[src/rtl/math_unit.sv]
// Sequential add/sub/neg (latency 2) and optional shift-add multiply (MATH_UNIT_MUL_EN, latency WIDTH+2).
// start is only sampled in IDLE; Y and the flags change together with the done pulse.
module math_unit #(
  parameter int WIDTH = 4
) (
  input  logic             clk,
  input  logic             rst,
  input  logic             start,
  input  logic [1:0]       op,
  input  logic [WIDTH-1:0] A,
  input  logic [WIDTH-1:0] B,
  output logic             busy,
  output logic             done,
  output logic [WIDTH-1:0] Y,
  output logic             carry,
  output logic             overflow,
  output logic             zero
);
  localparam logic [1:0] S_IDLE = 2'd0;
  localparam logic [1:0] S_CALC = 2'd1;
  localparam logic [1:0] S_MUL  = 2'd2;
  localparam logic [1:0] S_DONE = 2'd3;

  localparam logic [1:0] OP_ADD = 2'd0;
  localparam logic [1:0] OP_SUB = 2'd1;
  localparam logic [1:0] OP_MUL = 2'd2;
  localparam logic [1:0] OP_NEG = 2'd3;

  logic [1:0]       r_state;
  logic [1:0]       r_op;
  logic [WIDTH-1:0] r_a;
  logic [WIDTH-1:0] r_b;
  logic [WIDTH-1:0] r_res;
  logic             r_res_c;
  logic             r_res_v;
  logic [WIDTH-1:0] r_y;
  logic             r_c;
  logic             r_v;
  logic             r_done;

  logic             w_accept;
  logic             w_go_mul;
  logic             w_mul_last;
  logic [WIDTH-1:0] w_mul_y;
  logic             w_mul_hi;
  logic [WIDTH:0]   w_sum;
  logic [WIDTH-1:0] w_res;
  logic             w_c;
  logic             w_v;
  logic [1:0]       w_next;

  assign w_accept = (r_state == S_IDLE) && start;

`ifdef MATH_UNIT_MUL_EN
  localparam int CW = $clog2(WIDTH + 1);

  // Multiplier starts in the low half; each step adds A into the high half and shifts right.
  logic [2*WIDTH-1:0] r_acc;
  logic [CW-1:0]      r_cnt;
  logic [WIDTH:0]     w_hi;

  assign w_hi       = {1'b0, r_acc[2*WIDTH-1:WIDTH]} + (r_acc[0] ? {1'b0, r_a} : '0);
  assign w_mul_last = (r_cnt == CW'(WIDTH - 1));
  assign w_go_mul   = (op == OP_MUL);
  assign w_mul_y    = r_acc[WIDTH-1:0];
  assign w_mul_hi   = |r_acc[2*WIDTH-1:WIDTH];

  always_ff @(posedge clk or posedge rst) begin
    if (rst) begin
      r_acc <= '0;
      r_cnt <= '0;
    end else if (w_accept) begin
      r_acc <= {{WIDTH{1'b0}}, B};
      r_cnt <= '0;
    end else if (r_state == S_MUL) begin
      r_acc <= {w_hi, r_acc[WIDTH-1:1]};
      r_cnt <= r_cnt + CW'(1);
    end
  end
`else
  assign w_mul_last = 1'b1;
  assign w_go_mul   = 1'b0;
  assign w_mul_y    = '0;
  assign w_mul_hi   = 1'b0;
`endif

  always_comb begin
    w_next = r_state;
    case (r_state)
      S_IDLE:  if (start) w_next = w_go_mul ? S_MUL : S_CALC;
      S_MUL:   if (w_mul_last) w_next = S_CALC;
      S_CALC:  w_next = S_DONE;
      default: w_next = S_IDLE;
    endcase
  end

  always_comb begin
    w_sum = '0;
    w_res = '0;
    w_c   = 1'b0;
    w_v   = 1'b0;
    case (r_op)
      OP_ADD: begin
        w_sum = {1'b0, r_a} + {1'b0, r_b};
        w_res = w_sum[WIDTH-1:0];
        w_c   = w_sum[WIDTH];
        w_v   = (r_a[WIDTH-1] == r_b[WIDTH-1]) && (w_res[WIDTH-1] != r_a[WIDTH-1]);
      end
      OP_SUB: begin
        w_sum = {1'b0, r_a} + {1'b0, ~r_b} + (WIDTH+1)'(1);
        w_res = w_sum[WIDTH-1:0];
        w_c   = w_sum[WIDTH];
        w_v   = (r_a[WIDTH-1] != r_b[WIDTH-1]) && (w_res[WIDTH-1] != r_a[WIDTH-1]);
      end
      OP_NEG: begin
        w_res = ~r_a + WIDTH'(1);
        w_c   = (r_a == '0);
        w_v   = (r_a == {1'b1, {(WIDTH-1){1'b0}}});
      end
      default: begin
        w_res = w_mul_y;
        w_c   = w_mul_hi;
        w_v   = w_mul_hi;
      end
    endcase
  end

  // The result is staged in r_res so the visible outputs only move with done.
  always_ff @(posedge clk or posedge rst) begin
    if (rst) begin
      r_state <= S_IDLE;
      r_op    <= '0;
      r_a     <= '0;
      r_b     <= '0;
      r_res   <= '0;
      r_res_c <= 1'b0;
      r_res_v <= 1'b0;
      r_y     <= '0;
      r_c     <= 1'b0;
      r_v     <= 1'b0;
      r_done  <= 1'b0;
    end else begin
      r_state <= w_next;
      r_done  <= (r_state == S_DONE);
      if (w_accept) begin
        r_op <= op;
        r_a  <= A;
        r_b  <= B;
      end
      if (r_state == S_CALC) begin
        r_res   <= w_res;
        r_res_c <= w_c;
        r_res_v <= w_v;
      end
      if (r_state == S_DONE) begin
        r_y <= r_res;
        r_c <= r_res_c;
        r_v <= r_res_v;
      end
    end
  end

  assign busy     = (r_state != S_IDLE) || r_done;
  assign done     = r_done;
  assign Y        = r_y;
  assign carry    = r_c;
  assign overflow = r_v;
  assign zero     = (r_y == '0);
endmodule
[config.mk]
export PLATFORM = sky130hd
export DESIGN_NAME = math_unit
export DESIGN_NICKNAME = d
export VERILOG_FILES = /design/src/rtl/math_unit.sv
export SDC_FILE = /design/constraint.sdc
export NUM_CORES = 1
export LEC_CHECK = 0
export CORE_MARGIN = 4
export CORE_UTILIZATION = 36
export CTS_BUF_LIST = sky130_fd_sc_hd__clkbuf_16
export CTS_CLUSTER_DIAMETER = 200
export DETAILED_ROUTE_END_ITERATION = 8
export PLACE_DENSITY = 0.59
export SYNTH_ARGS = -nofsm -noshare
export SYNTH_HDL_FRONTEND = slang
export SYNTH_SLANG_ARGS = --single-unit
[constraint.sdc]
create_clock -name clk -period 1.56 [get_ports clk]
set_input_delay 0.234 -clock clk [delete_from_list [all_inputs] [get_ports clk]]
set_output_delay 0.234 -clock clk [all_outputs]
set_load 0.02 [all_outputs]
# --- Word-level counts from Yosys, hierarchy flattened ---
# Index checks and enable logic that the tools add are counted.
word_totals:
  register_bits: 25
  input_bits: 13
  output_inout_bits: 9
  word_cells: 42
classes:
  add_sub_neg: 4
  n_eq_ne: 11
  mux: 5
  bitwise: 2
  reduce_logical: 9
op_table:
  columns: ["operator", "n"]
  rows:
  - ["$pmux W4 S3", 1]
  - ["$add A4 B4 Y5", 2]
  - ["$logic_not A4 Y1", 2]
  - ["$not A4 Y4", 2]
  - ["$eq A2 B2 Y1 const B", 3]
  - ["$pmux W1 S3", 2]
  - ["$pmux W2 S3", 1]
  - ["$add A5 B1 Y5 const B", 1]
  - ["$add A4 B1 Y4 const B", 1]
  - ["$eq A2 B1 Y1 const B", 2]
  - ["$eq A4 B4 Y1 const B", 1]
  - ["$logic_not A2 Y1", 2]
  - ["$logic_and A1 B1 Y1", 3]
  - ["$ne A1 B1 Y1", 3]
  - ["$mux W2", 1]
  - ["$ne A2 B2 Y1 const B", 1]
  - ["$reduce_bool A2 Y1", 1]
  - ["$eq A1 B1 Y1", 1]
  - ["$logic_or A1 B1 Y1", 1]

# --- Depth between registers and ports, before layout ---
# Gate-level depths: netlist of the first run.
logic_depth:
  ltp_word: 6
  ltp_mapped: 8
  mapped_depth_nobuf: 8

# --- Worst setup path after synthesis of the first run ---
# No wires, ideal clock.
synth_timing:
  path_kind: "register to register"
  start: "reg r_a[0]"
  end: "reg r_res_c"
  setup_time_ns: 0.121
  arrival_ns: 1.604
  required_time_ns: 1.439
  setup_slack_ns: -0.165
  stages_incl_launch_ff: 9
  n_path_buf: 0
  synth_period_minus_slack_ns: 1.725
  path_cell_list: "dfrtp_1 -> inv_1 -> ha_1 -> inv_1 -> fa_1 -> a21o_1 -> a21oi_1 -> a221oi_1 -> o22a_1"
synth_via:
  elab_chain_cells: 3
  word_cells_on_any_way: 5
  cone_classes: "add/sub (3); mux (1); reduce/logical (1)"
synth_lines:
  columns: ["element", "line_no", "rtl"]
  rows:
  - ["start: declaration", "31", "logic [WIDTH-1:0] r_a;"]
  - ["start signal: assignment", "133", "r_a <= '0;"]
  - ["start signal: assignment", "147", "r_a <= A;"]
  - ["$add A4 B4 Y5", "110", "w_sum = {1'b0, r_a} + {1'b0, ~r_b} + (WIDTH+1)'(1);"]
  - ["$add A5 B1 Y5", "110", null]
  - ["$pmux W1 S3 (*)", "102", "case (r_op)"]
  - ["end signal: assignment", "152", "r_res_c <= w_c;"]
  - ["end: declaration", "34", "logic r_res_c;"]
# Mark *: on every way between the ends. The rest lies on a longest branch, timed or not.
# A chain may end at the register's enable or synchronous reset.

# --- Worst setup path after layout of the first run ---
layout_timing:
  start: "reg r_a[0]"
  end: "reg r_res[1]"
layout_via:
  elab_chain_cells: 3
  word_cells_on_any_way: 6
  cone_classes: "add/sub (4); mux (1); bitwise (1)"
layout_lines:
  columns: ["element", "line_no", "rtl"]
  rows:
  - ["$add A4 B4 Y5 or $not A4 Y4 (tied branches)", "110, 116", null]
  - ["$add A5 B1 Y5 or $add A4 B1 Y4 (tied branches)", "110, 116", null]
  - ["$pmux W4 S3 (*)", "102", null]
  - ["end signal: assignment", "151", "r_res <= w_res;"]
  - ["end: declaration", "33", "logic [WIDTH-1:0] r_res;"]
# Marks and branches as above.

==> flow_metrics.tcl, run 1 <==
set metrics [dict create \
    status "finished with violations" \
    violations "negative setup slack" \
    p_switching_mw 1.937 \
    rsz0062_at_grt "true" \
    routed_via_density 5.009 \
    grt_pass1_vias 1177 \
    syn_to_final_growth_pct 37.04 \
    power_frac_comb_pct 60.9 \
    min_path_type "input port to asynchronous set/reset pin" \
    antenna_found_initial 0 \
    cp_top_family "adder cells" \
    nets 198 \
    cp_cell_sequence "inv_2, ha_4, inv_2, fa_2, mux2i_1, nor2_1, a31oi_1, a21oi_1" \
    worstMarginPinSlew_ns 0.4252 \
    path_clk_slew_ns 0.07 \
    cts_buffers 3 \
    yosysTopAreaCell "dfrtp_1" \
    wl_mm 3.009 \
    syn_avg_cell_area_um2 10.98 \
    p_leak_nw 0.8465 \
    grt_use_total_pct 13.37 \
    ys_seq_area_share_pct 43.48 \
    critPathSlowestCell "fa_2" \
    grt_max_degree 26 \
    p_sw_share_pct 40.03 \
    num_antenna_cells 0 \
    die_height_um 71.22 \
    fmax_mhz 580.4 \
    cts_tree "done" \
    cp_max_fo 3 \
    critPathBufInv 2 \
    synth_edf_count 0 \
    min_period_ns 1.723 \
    std_cell_rows 22 \
    setup-violations-final 5 \
    slew-limit-headroom_pct 71.65 \
    drc 0 \
    seq_area_um2 626.9 \
    worst-endpoint-arrival_ns 1.87 \
    yosysWarnings 0 \
    period_share_pct 110.4 \
    whs_ns 0.3160 \
    antenna_left 0 \
    routedWlPerCell_um 13.62 \
    grt_overflow 0 \
    synth_seq_cells 25 \
    dp_hpwl_mm 2.350 \
    clock_skew_ns 0.001788 \
    reg2reg_slack_ns -0.16 \
    setup_tns_ns -0.5303 \
    synthArstFlopShare_pct 100.0 \
    clock_path_buffers 2 \
    finalHoldViolations 0 \
    clock-root-buffer "clkbuf_16" \
    pwr-share-clk_pct 12.2 \
    synth_cell_types 41 \
    clock_latency_ns 0.26 \
    crit_type "flip-flop to flip-flop" \
    multiInputGateArea_um2 800.8 \
    vias 1107 \
    drtIter0Drc 19 \
    drtPass1Iterations 4 \
    synth_top_cell_area_share_pct 43.48 \
    maxCapViolCount 0 \
    yosys-top-cells-area "dfrtp_1, ha_1, mux2_1" \
    setup.worst_path.start_class "flip-flop" \
    vdd_ir_drop_max_mv 0.9491 \
    finalWorstSetupSlack_ns -0.1629 \
    synth_flop_cell "dfrtp_1" \
    core_area_um2 3771 \
    crit_path_end_kind "flip-flop" \
    netlist_area_um2 1439 \
    synthCells 131 \
    path_common_cell "inv_2" \
    layout-drive-gt1-share_pct 28.32 \
    place.gp.congestion 0.7887 \
    grt_pass1_wl_mm 5.375 \
    ios 22 \
    place_ws_ns -0.2043 \
    slew_violations 0 \
    clock_sinks 25 \
    io_buffers 21 \
    p_int_mw 2.901 \
    n_fill_cell 330 \
    slowest_delay_ns 0.41 \
    power_frac_seq_pct 26.9 \
    powerDensity_nw_per_um2 2453 \
    cp.required_ns 1.71 \
    start_util_pct 38.16 \
    h-tree-depth 1 \
    synth_fp_nets 155 \
    cts_hold_buf 0 \
    die_x_um 71.22 \
    die_area_um2 5072 \
]
==> worst reg2reg max path, cell delays in order (launching register included) <==
cell and delay [ns]:
dfrtp_1 0.39, inv_2 0.07, ha_4 0.17, inv_2 0.05, fa_2 0.41, mux2i_1 0.18, nor2_1 0.08, a31oi_1 0.17
a21oi_1 0.09
==> cell type report <==
| type | count | share of cell area (%) |
|---|---|---|
| timing repair buffer | 43 | 18.46 |
| tap | 48 | 3.046 |
| clock buffer | 3 | 3.807 |
| sequential | 25 | 31.79 |
| inverter | 10 | 1.904 |
| clock inverter | 1 | 0.3807 |
| multi-input combinational | 91 | 40.61 |
==> Yosys cell counts (2+ instances only) <==
cell type / count
nand2_1: 7
nor3b_1: 2
fa_1: 2
a21oi_1: 4
and2_1: 2
buf_2: 3
a21o_1: 2
mux2i_1: 4
a31oi_1: 2
mux2_1: 10
nor2_1: 8
o21ai_1: 6
nor3_1: 4
dfrtp_1: 25
inv_1: 9
ha_1: 9
xnor2_1: 3
a41oi_2: 2
nand3_1: 3
o21ai_0: 2
or3_1: 2
==> kinds of logic (layout without fill, tap and decap cells) <==
family | after synthesis | in the layout | synth area share (%)
flops | 25 | 25 | 43.48
simple gates | 38 | 38 | 15.22
xor+xnor | 4 | 4 | 2.435
mux | 14 | 14 | 10.61
buf+inv | 15 | 57 | 4.695
fa+ha+maj | 11 | 11 | 10.61
compound gates | 24 | 24 | 12.96
==> flip-flops by register name (all words and copies together), names as in the netlist <==
register / cells
done: 1
overflow: 1
carry: 1
r_b: 4
r_res_v: 1
Y: 4
r_op: 2
r_a: 4
r_res_c: 1
r_res: 4
r_state: 2
==> through the flow <==
stage / std cells / instance area [µm²] / total power [mW] / util, %
2_1_floorplan: 131 / 1456 / 3.116 / -
3_3_place_gp: 215 / 1847 / 4.032 / 48.97
3_5_place_dp: 215 / 1847 / 4.086 / 48.97
4_1_cts: 221 / 1982 / 4.883 / 52.55
5_1_grt: 221 / 1972 / 5.260 / 52.29
6_report: 221 / 1972 / 4.837 / 52.29
==> per-layer routing <==
metal | global-route usage (%) | wire length [µm] | up-vias
met5 | 0 | 0 | -
met3 | 2.104 | 71 | 5
met4 | 5.010 | 48 | 0
li1 | - | - | 545
met1 | 17.05 | 1363 | 543
met2 | 22.76 | 1525 | 14
==> repair_timing <==
item                       in CTS  in global routing
pin swaps                      11                  5
resized for setup              13                  4
setup endpoints to repair       8                  7
setup buffers                   2                  0
==> power by group through the flow <==
stage / clock (mW) / combinational [mW] / sequential [mW]
3_3_place_gp: 0 / 2.76 / 1.28
4_1_cts: 0.607 / 2.97 / 1.30
2_1_floorplan: 0 / 1.75 / 1.36
3_5_place_dp: 0 / 2.80 / 1.29
5_1_grt: 0.640 / 3.27 / 1.35
6_report: 0.590 / 2.95 / 1.30
==> layout by cell type (no fill, tap or decap), types with 5 or more instances in the layout <==
cell type	count
nor2_1	8
nand2_1	7
dfrtp_1	24
clkdlybuf4s50_1	18
ha_1	5
buf_4	22
o21ai_1	6
inv_1	6
mux2_1	10
==> path summary, 6_finish.rpt <==
path | to | depth (start not counted) | from
worst max register to register | r_res[1] | 8 | r_a[0]
worst max-delay path | r_res[1] | 8 | r_a[0]
min in group clk | overflow | 1 | r_res_v
worst min-delay path | r_state[1] | 3 | rst
worst min register to register | overflow | 1 | r_res_v
max in group asynchronous | r_a[1] | 3 | rst
No activity file was read; power rests on OpenSTA's default activity.
==> inputs of run 2 (changes only) <==
--- a/config.mk
+++ b/config.mk
@@ -6,11 +6,11 @@
 export NUM_CORES = 1
 export LEC_CHECK = 0
 export CORE_MARGIN = 4
-export CORE_UTILIZATION = 36
+export CORE_UTILIZATION = 25
 export CTS_BUF_LIST = sky130_fd_sc_hd__clkbuf_16
 export CTS_CLUSTER_DIAMETER = 200
 export DETAILED_ROUTE_END_ITERATION = 8
-export PLACE_DENSITY = 0.59
+export PLACE_DENSITY = 0.45
 export SYNTH_ARGS = -nofsm -noshare
 export SYNTH_HDL_FRONTEND = slang
 export SYNTH_SLANG_ARGS = --single-unit
==> constraint.sdc (replaced) <==
create_clock -name clk -period 1.56 [get_ports clk]
set_input_delay 0.156 -clock clk [delete_from_list [all_inputs] [get_ports clk]]
set_output_delay 0.156 -clock clk [all_outputs]
set_load 0.02 [all_outputs]
==> run 2 against run 1 <==
- the flow still finishes with violations (negative setup slack)
- combinational power rose by 2%
- die area is 39% higher
- worst setup slack better by 0.0025 ns
- non-clock buffer count is 2 higher
- sequential power about the same
- cell area up 3.2%
- sequential share of layout area down 1.0 points
- critical path type unchanged
- critical endpoint is now r_res[2]
- largest power group unchanged
==> flow_metrics.tcl, run 2 (same netlist as run 1, synthesis figures left out) <==
set metrics [dict create \
    antenna_found_initial 0 \
    drtIter0Drc 59 \
    antenna_left 0 \
    finalHoldViolations 0 \
    wl_mm 3.201 \
    syn_to_final_growth_pct 41.48 \
    layout-drive-gt1-share_pct 28.57 \
    grt_use_total_pct 9.613 \
    place_ws_ns -0.1722 \
    cts_buffers 3 \
    path_clk_slew_ns 0.07 \
    h-tree-depth 1 \
    final_util_pct 36.74 \
    clock_skew_ns 0.007468 \
    std_cell_rows 27 \
    finalWorstSetupSlack_ns -0.1604 \
    worstMarginPinSlew_ns 0.4467 \
    place.gp.congestion 0.7900 \
    place_inst 240 \
    final_cell_mix "dfrtp_1, buf_4, clkdlybuf4s50_1" \
    routed_via_density 4.453 \
    rsz0062_at_grt "true" \
    io_buffers 21 \
    clock-root-buffer "clkbuf_16" \
    grt_max_degree 26 \
    layout.cells.non_filler 247 \
    crit_type "flip-flop to flip-flop" \
    powerDensity_nw_per_um2 2413 \
    grt_pass1_wl_mm 5.388 \
    grt_overflow 0 \
    clock_sinks 25 \
    die_height_um 83.87 \
    dp_hpwl_mm 2.503 \
    setup.worst_path.start_class "flip-flop" \
    period_share_pct 110.3 \
    clock_latency_ns 0.26 \
    start_util_pct 25.97 \
    crit_path_end_kind "flip-flop" \
    cts_tree "done" \
    setup-violations-final 5 \
    vdd_ir_drop_max_mv 0.7733 \
    grt_pass1_vias 1157 \
    num_antenna_cells 0 \
    violations "negative setup slack" \
    power.total_mw 4.912 \
    slew_violations 0 \
    routedWlPerCell_um 12.96 \
    ios 22 \
    nets 200 \
    cts_hold_buf 0 \
    vias 1100 \
    min_path_type "input port to asynchronous set/reset pin" \
    min_period_ns 1.720 \
    worst-endpoint-arrival_ns 1.93 \
    core_area_um2 5540 \
    die_x_um 83.87 \
    drtPass1Iterations 4 \
    p_leak_nw 0.8664 \
    cp.required_ns 1.77 \
    cp_max_fo 3 \
    die_area_um2 7033 \
    clock_path_buffers 2 \
    status "finished with violations" \
    drc 0 \
    slew-limit-headroom_pct 70.22 \
    setup_tns_ns -0.6163 \
    maxCapViolCount 0 \
    fmax_mhz 581.3 \
]
## run 2: path summary, 6_finish.rpt
path,startpoint,to,slack [ns],depth (start not counted)
max,r_a[0],r_res[2],-0.16,8
min,rst,Y[1],0.24,3
max reg2reg,r_a[0],r_res[2],-0.16,8
min reg2reg,carry,carry,0.49,1
max in group asynchronous,rst,r_a[1],1.05,3
min in group clk,B[2],r_b[2],0.43,3
## run 2: final cells by class
type / count / area [µm²]
Timing Repair Buffer: 45 / 387.9
Fill cell: 560 / 3505
Sequential cell: 25 / 626.9
Clock inverter: 1 / 8.758
Clock buffer: 3 / 75.07
Inverter: 10 / 37.54
Tap cell: 72 / 90.09
Multi-Input combinational cell: 91 / 809.5
## run 2: routing by layer
metal,wire length [µm],track usage (%),vias to the layer above
li1,-,-,547
met1,1472,12.03,531
met2,1594,15.91,18
met3,77,2.468,4
met4,57,3.509,0
met5,0,0,-
## run 2: report_power, final
| part | total [mW] | switching, mW | internal [mW] |
|---|---|---|---|
| Combinational | 3.01 | 1.41 | 1.60 |
| Sequential | 1.30 | 0.307 | 0.991 |
| Clock | 0.602 | 0.248 | 0.354 |
| Total | 4.91 | 1.97 | 2.94 |
## run 2: critical path, stage by stage, from the launching register on
cell and delay (ns):
dfrtp_1 0.41, inv_2 0.09, ha_4 0.14, inv_2 0.04, fa_2 0.35, xor2_1 0.18, mux2i_1 0.11, o211ai_1 0.21
o21a_1 0.15
## run 2: what timing repair did
| item | in CTS | in global routing |
|---|---|---|
| cloned | 0 | 0 |
| setup endpoints to repair | 7 | 5 |
| resized for setup | 6 | 4 |
| setup buffers | 1 | 2 |
| pin swaps | 7 | 6 |
## run 2: per-stage QoR
step | hold WS, ns | instance area, µm²
global route | 0.2934 | 2036
finish | 0.2431 | 2036
floorplan | 0.1833 | 1456
detailed placement | 0.4827 | 1884
global placement | 0.4830 | 1884
CTS | 0.2579 | 1993
